===== config.mk =====
export PLATFORM = sky130hd
export DESIGN_NAME = wsram_rd_arb
export DESIGN_NICKNAME = d
export VERILOG_FILES = /design/src/rtl/wsram_arb_pkg.sv /design/src/rtl/wsram_rd_arb_rr_pick.sv /design/src/rtl/wsram_rd_arb.sv
export SDC_FILE = /design/constraint.sdc
export NUM_CORES = 1
export LEC_CHECK = 0
export BUFFER_PORTS_ARGS = -buffer_cell sky130_fd_sc_hd__buf_2
export CORE_AREA = 5 5 432 434
export CTS_CLUSTER_SIZE = 30
export DETAILED_ROUTE_END_ITERATION = 16
export DIE_AREA = 0 0 437 439
export GPL_ROUTABILITY_DRIVEN = 0
export PLACE_DENSITY = 0.31
export SKIP_LAST_GASP = 1
export SYNTH_ARGS = -nofsm -noshare
export SYNTH_HDL_FRONTEND = slang
export SYNTH_SLANG_ARGS = --single-unit

===== constraint.sdc =====
create_clock -name clk -period 3.31 [get_ports clk]
set_input_delay 0.4965 -clock clk [delete_from_list [all_inputs] [get_ports clk]]
set_output_delay 0.4965 -clock clk [all_outputs]
set_load 0.01 [all_outputs]

===== src/rtl/wsram_arb_pkg.sv =====
// Shared types for the weight-SRAM read-port arbiter: FSM encoding and index sizing.
package wsram_arb_pkg;

  typedef enum logic [1:0] {
    S_IDLE  = 2'd0,
    S_GRANT = 2'd1,
    S_DRAIN = 2'd2
  } arb_state_e;

  // Width needed to index n items; never below one bit.
  function automatic int idx_width(input int n);
    return (n <= 2) ? 1 : $clog2(n);
  endfunction

endpackage


===== src/rtl/wsram_rd_arb_rr_pick.sv =====
// Combinational round-robin selector: first asserted request at or after ptr, wrapping.
module rr_pick
  import wsram_arb_pkg::*;
#(
  parameter int N = 4,
  parameter int W = idx_width(N)
) (
  input  logic [N-1:0] req,
  input  logic [W-1:0] ptr,
  output logic [N-1:0] grant,
  output logic         valid
);

  logic [W-1:0] idx;

  // NOTE: every always_comb output gets a default first so no path infers a latch.
  always_comb begin
    grant = '0;
    valid = 1'b0;
    idx   = '0;
    for (int i = 0; i < N; i++) begin
      idx = W'((int'(ptr) + i) % N);
      if (!valid && req[idx]) begin
        grant[idx] = 1'b1;
        valid      = 1'b1;
      end
    end
  end

endmodule


===== src/rtl/wsram_rd_arb.sv =====
// Arbitrates NUM_REQ loaders onto one weight-SRAM read port and routes returns by owner tag.
module wsram_rd_arb
  import wsram_arb_pkg::*;
#(
  parameter int NUM_REQ          = 4,
  parameter int RAM_INDEX_WIDTH  = 16,
  parameter int RAM_DATA_WIDTH   = 512,
  parameter int RAM_READ_LATENCY = 1
) (
  input  logic                                clk,
  input  logic                                rst,
  input  logic                                enable_i,
  input  logic [NUM_REQ-1:0]                  req_i,
  output logic [NUM_REQ-1:0]                  wgrant_o,
  input  logic [NUM_REQ-1:0]                  read_last_i,
  input  logic [NUM_REQ-1:0]                  ren_i,
  input  logic [NUM_REQ*RAM_INDEX_WIDTH-1:0]  rindex_i,
  output logic                                ram_ren_o,
  output logic [RAM_INDEX_WIDTH-1:0]          ram_rindex_o,
  input  logic [RAM_DATA_WIDTH-1:0]           ram_rdata_i,
  input  logic                                ram_rvalid_i,
  output logic [RAM_DATA_WIDTH-1:0]           rdata_o,
  output logic [NUM_REQ-1:0]                  rvalid_o,
  output logic [idx_width(NUM_REQ)-1:0]       owner_o,
  output logic                                busy_o,
  output logic                                err_o
);

  localparam int OW = idx_width(NUM_REQ);
  localparam int CW = idx_width(RAM_READ_LATENCY + 2);
  localparam int QW = idx_width(RAM_READ_LATENCY + 1);
  localparam int L  = RAM_READ_LATENCY;

  arb_state_e           state, state_nxt;
  logic [OW-1:0]        owner, rr_ptr, pick_idx;
  logic [NUM_REQ-1:0]   pick_onehot;
  logic                 pick_valid;
  logic [CW-1:0]        inflight, inflight_nxt;
  logic [L-1:0]         tag_vld;
  logic [OW-1:0]        tag_own [L];
  logic [QW-1:0]        quiet;
  logic                 in_grant, tag_hit, rvalid_accept, stray, ren_err;
  logic                 err_q;

  rr_pick #(.N(NUM_REQ), .W(OW)) u_pick (
    .req   (req_i),
    .ptr   (rr_ptr),
    .grant (pick_onehot),
    .valid (pick_valid)
  );

  always_comb begin
    pick_idx = '0;
    for (int i = 0; i < NUM_REQ; i++)
      if (pick_onehot[i]) pick_idx = OW'(i);
  end

  // Outputs are forced quiet while rst is held, even though state clears only at the edge.
  assign in_grant      = (state == S_GRANT) && !rst;
  assign wgrant_o      = in_grant ? (NUM_REQ'(1) << owner) : '0;
  assign ram_ren_o     = in_grant && ren_i[owner];
  assign ram_rindex_o  = rindex_i[int'(owner)*RAM_INDEX_WIDTH +: RAM_INDEX_WIDTH];
  assign rdata_o       = ram_rdata_i;
  assign tag_hit       = tag_vld[L-1] && (inflight != '0);
  assign rvalid_accept = ram_rvalid_i && tag_hit && !rst;
  assign rvalid_o      = rvalid_accept ? (NUM_REQ'(1) << tag_own[L-1]) : '0;
  assign stray         = ram_rvalid_i && !tag_hit;
  assign ren_err       = |(ren_i & ~wgrant_o);
  assign owner_o       = owner;
  assign busy_o        = (state != S_IDLE) && !rst;
  assign err_o         = err_q && !rst;

  always_comb begin
    case ({ram_ren_o, rvalid_accept})
      2'b10:   inflight_nxt = inflight + CW'(1);
      2'b01:   inflight_nxt = inflight - CW'(1);
      default: inflight_nxt = inflight;
    endcase
  end

  always_comb begin
    state_nxt = state;
    case (state)
      S_IDLE:  if (enable_i && pick_valid) state_nxt = S_GRANT;
      S_GRANT: if ((read_last_i[owner] && ren_i[owner]) || !req_i[owner]) state_nxt = S_DRAIN;
      S_DRAIN: if (inflight_nxt == '0) state_nxt = S_IDLE;
      default: state_nxt = S_IDLE;
    endcase
  end

  // NOTE: sequential state uses non-blocking assignments so every flop samples pre-edge values.
  always_ff @(posedge clk) begin
    if (rst) begin
      state    <= S_IDLE;
      owner    <= '0;
      rr_ptr   <= '0;
      inflight <= '0;
      tag_vld  <= '0;
      quiet    <= QW'(L);
      err_q    <= 1'b0;
    end else begin
      state    <= state_nxt;
      inflight <= inflight_nxt;
      if (state == S_IDLE && state_nxt == S_GRANT) begin
        owner  <= pick_idx;
        rr_ptr <= (pick_idx == OW'(NUM_REQ - 1)) ? '0 : pick_idx + OW'(1);
      end
      tag_vld[0] <= ram_ren_o;
      for (int i = 1; i < L; i++) tag_vld[i] <= tag_vld[i-1];
      if (quiet != '0) quiet <= quiet - QW'(1);
      // Returns of reads abandoned by rst are expected for L cycles; don't flag them.
      if (ren_err || (stray && quiet == '0)) err_q <= 1'b1;
    end
  end

  // NOTE: tag owner payload has no reset; it is only ever consumed when tag_vld qualifies it.
  always_ff @(posedge clk) begin
    tag_own[0] <= owner;
    for (int i = 1; i < L; i++) tag_own[i] <= tag_own[i-1];
  end

endmodule


==> run summary <==
Synth area leader -> buf_4
RSZ-0062 raised after global routing -> no
Nets -> 858
Top cell type's share of synthesized area -> 71.4%
Ys async rst share -> 0%
Worst path max stage delay -> 0.59 ns
Syn Inst Count -> 664
Max Clock Freq -> 357 MHz
Die H -> 439 um
Register-to-register setup slack -> 0.51 ns
Full die area -> 0.192 mm^2
Reg2Reg Capture Point -> rr_ptr[1]
Worst Path Required -> 3.49 ns
Clk buf depth -> 2
Slowest CP cell -> mux4_2
List of most frequent post-synthesis cells -> buf_4 (513), mux4_2 (21), nor2_1 (17), dfxtp_1 (13)
Compound-Gate Fraction of Synth Area -> 3.81%
Area taken by flip-flops and latches -> 265 um^2
Area of the core -> 0.182 mm^2
Reg clk slew, reported paths -> 0.06 ns
P_leak -> 1.02 nW
Post-synth EDFFs -> 0
Top cells by area, synth -> buf_4 (71%), mux4_2 (8.8%), dfxtp_1 (4.8%)
Worst Tran Pin Value -> 0.493 ns
Post-layout min period -> 2.80 ns
Post-Synth Simple-Gate Area -> 5.97%
Worst setup path endpoint -> rr_ptr[1]
Synth Net Count -> 1263
Reg2reg start -> rr_ptr[1]
Post-route ant nets -> 0
Final hold vios -> 0
CP bufs+invs -> 1
Pwr/cell area -> 240 mW/mm^2
Vias in the first global route -> 2713
GRT Overall Usage -> 8.76%
Drt total wl -> 88.8 mm
Fillers -> 21700
Count leader, synth -> buf_4
Initial antenna violation count -> 20
Critical path data arrival time -> 2.97 ns
Cts bufs inserted -> 3
Top Family by Delay on Critical Path -> multiplexers
GRT overflow -> 0
Resized cells post-CTS -> 0
Final Setup Violations -> 0
Root buf cell -> clkbuf_16
Crit share post-route -> 84.5%
Synth cell types -> 50
Main combinational cell family by area after synthesis -> buffers and inverters
WL/cell -> 33.5 um
Ys Warns -> 0
Setup tns final -> 0 ns
Crit-path cells -> inv_1 -> ha_1 -> mux4_2 -> and2_4 -> a311oi_2 -> o221ai_2 -> or2_0 -> o32ai_1
Slew Limit Fails -> 0
Synth-to-Final Area Change -> -4.20%
Vias -> 2857
Crit path depth -> 8
Synth Area in XOR/XNOR -> 0.487%
Multiplexer share of the synthesized area -> 10.4%
Die Span X -> 437 um
Post-route DRC violation count -> 0
Max VDD drop -> 0.000142 V
Initial Util -> 2.96%
CP Launch Type -> register
First-pass GRT wire length -> 94.1 mm
Min Hold Slack -> 0.535 ns
Worst Setup SP -> rr_ptr[1]
Share of cells above drive strength 1 -> 57.4%
H-tree lvl count -> 1
IO buf count -> 108
Reg2reg path depth -> 8
Worst Hold Class -> reg -> reg
Util after Layout -> 2.83%
Status -> complete, no violations
Initial DRC count -> 265
Vias per Instance -> 1.08
Synth Register Bits -> 13
CTS tree -> yes
Crit path max fanout -> 7
Clock sink total -> 13
Max transition margin -> 67.1%
Largest net degree at the start of global routing -> 18
DRT Pass-1 Iters -> 4
Mapped cell area -> 0.00539 mm^2
Clk_skew -> 0.00738 ns
Multi-input logic area -> 0.00120 mm^2
Crit. End Element -> register
Setup Fix Bufs, Post-CTS -> 0
Predominant post-synthesis flop cell -> dfxtp_1
Crit path kind -> reg -> reg
Clock Latency Late Sink -> 0.28 ns
Avg Cell Area, Syn -> 8.12 um^2
Adder-cell area share of the yosys netlist -> 1.62%
I/O pins -> 1133
Sequential share of the synthesized area -> 4.83%
Post-DP HPWL -> 85.5 mm
Hold buffer count at cts -> 0
Number of max-cap violations -> 0
Count of standard-cell rows -> 157
-- sequential cells by signal (all words and copies together) (netlist names) --
register	cells
quiet	1
tag_own	2
state	2
tag_vld	1
err_q	1
owner_o	2
inflight	2
rr_ptr	2
-- tightest hold or removal path, cell delays in order, from the launching register on --
cell and delay [ns]:
dfxtp_1 0.35, o21ai_0 0.08, a21oi_1 0.06
-- layer usage --
metal	wire length (um)	vias to the layer above	track usage, %
met5	410	-	1.56
met4	2100	4	2.58
met3	36900	132	17.6
met2	35800	761	12.0
met1	13700	1148	3.81
li1	-	812	-
-- power breakdown --
part	internal, mW	switching, mW	total [mW]
combinational	0.286	0.444	0.730
sequential	0.181	0.0684	0.249
clock	0.162	0.0981	0.260
total	0.629	0.610	1.24
-- cell type report --
class | count | area share, %
flip-flops and latches | 13 | 5.14
multi-input cells | 120 | 23.2
repair buffers | 114 | 11.3
clock inverters | 1 | 0.0969
inverters | 7 | 0.509
diodes | 9 | 0.436
clock buffers | 3 | 1.45
well taps | 2385 | 57.8
-- how the worst min path moves through the flow --
stage / end / startpoint / depth (start not counted)
detailed placement: inflight[1] / inflight[1] / 2
global route: quiet / rst / 1
CTS: inflight[1] / inflight[1] / 2
finish: inflight[1] / inflight[1] / 2
global placement: err_q / err_q / 2
floorplan: tag_own[0][0] / owner_o[0] / 0
-- layout by cell type (no fill, tap or decap), types with 2 or more instances in the layout --
master       n
a21oi_1      4
a31oi_1      6
and2_1       3
and3_1       2
buf_2      108
buf_4        6
clkbuf_16    3
dfxtp_1     11
diode_2      9
ha_1         7
inv_1        7
mux2i_1      6
mux4_2      21
nand2_1      3
nand2b_1     3
nand3_1      2
nand3b_1     2
nor2_1      17
nor2b_1      7
nor3_1       3
nor3b_1      2
o21ai_0      3
o32ai_1      2
or3b_1       2
xor2_1       2
-- kinds of logic after synthesis --
logic type                 count (synthesis)
AOI/OAI and AO/OA                         26
DFF                                       13
xor gates and xnor gates                   3
adders and majority gates                  7
and+or+nand+nor                           56
muxes                                     28
buffers and inverters                    531
-- stage by stage --
| step | cells | instance area [um^2] | total power [mW] | setup WS, ns |
|---|---|---|---|---|
| 6_report | 2652 | 5160 | 1.24 | 0.512 |
| 5_1_grt | 2645 | 5150 | 1.33 | 0.357 |
| 4_1_cts | 2643 | 5140 | 1.29 | 0.506 |
| 3_5_place_dp | 2639 | 5060 | 1.01 | 0.534 |
| 3_3_place_gp | 2639 | 5060 | 1.02 | 0.499 |
| 2_1_floorplan | 664 | 5390 | 1.23 | 0.730 |
Power figures use the tool's default switching activity.
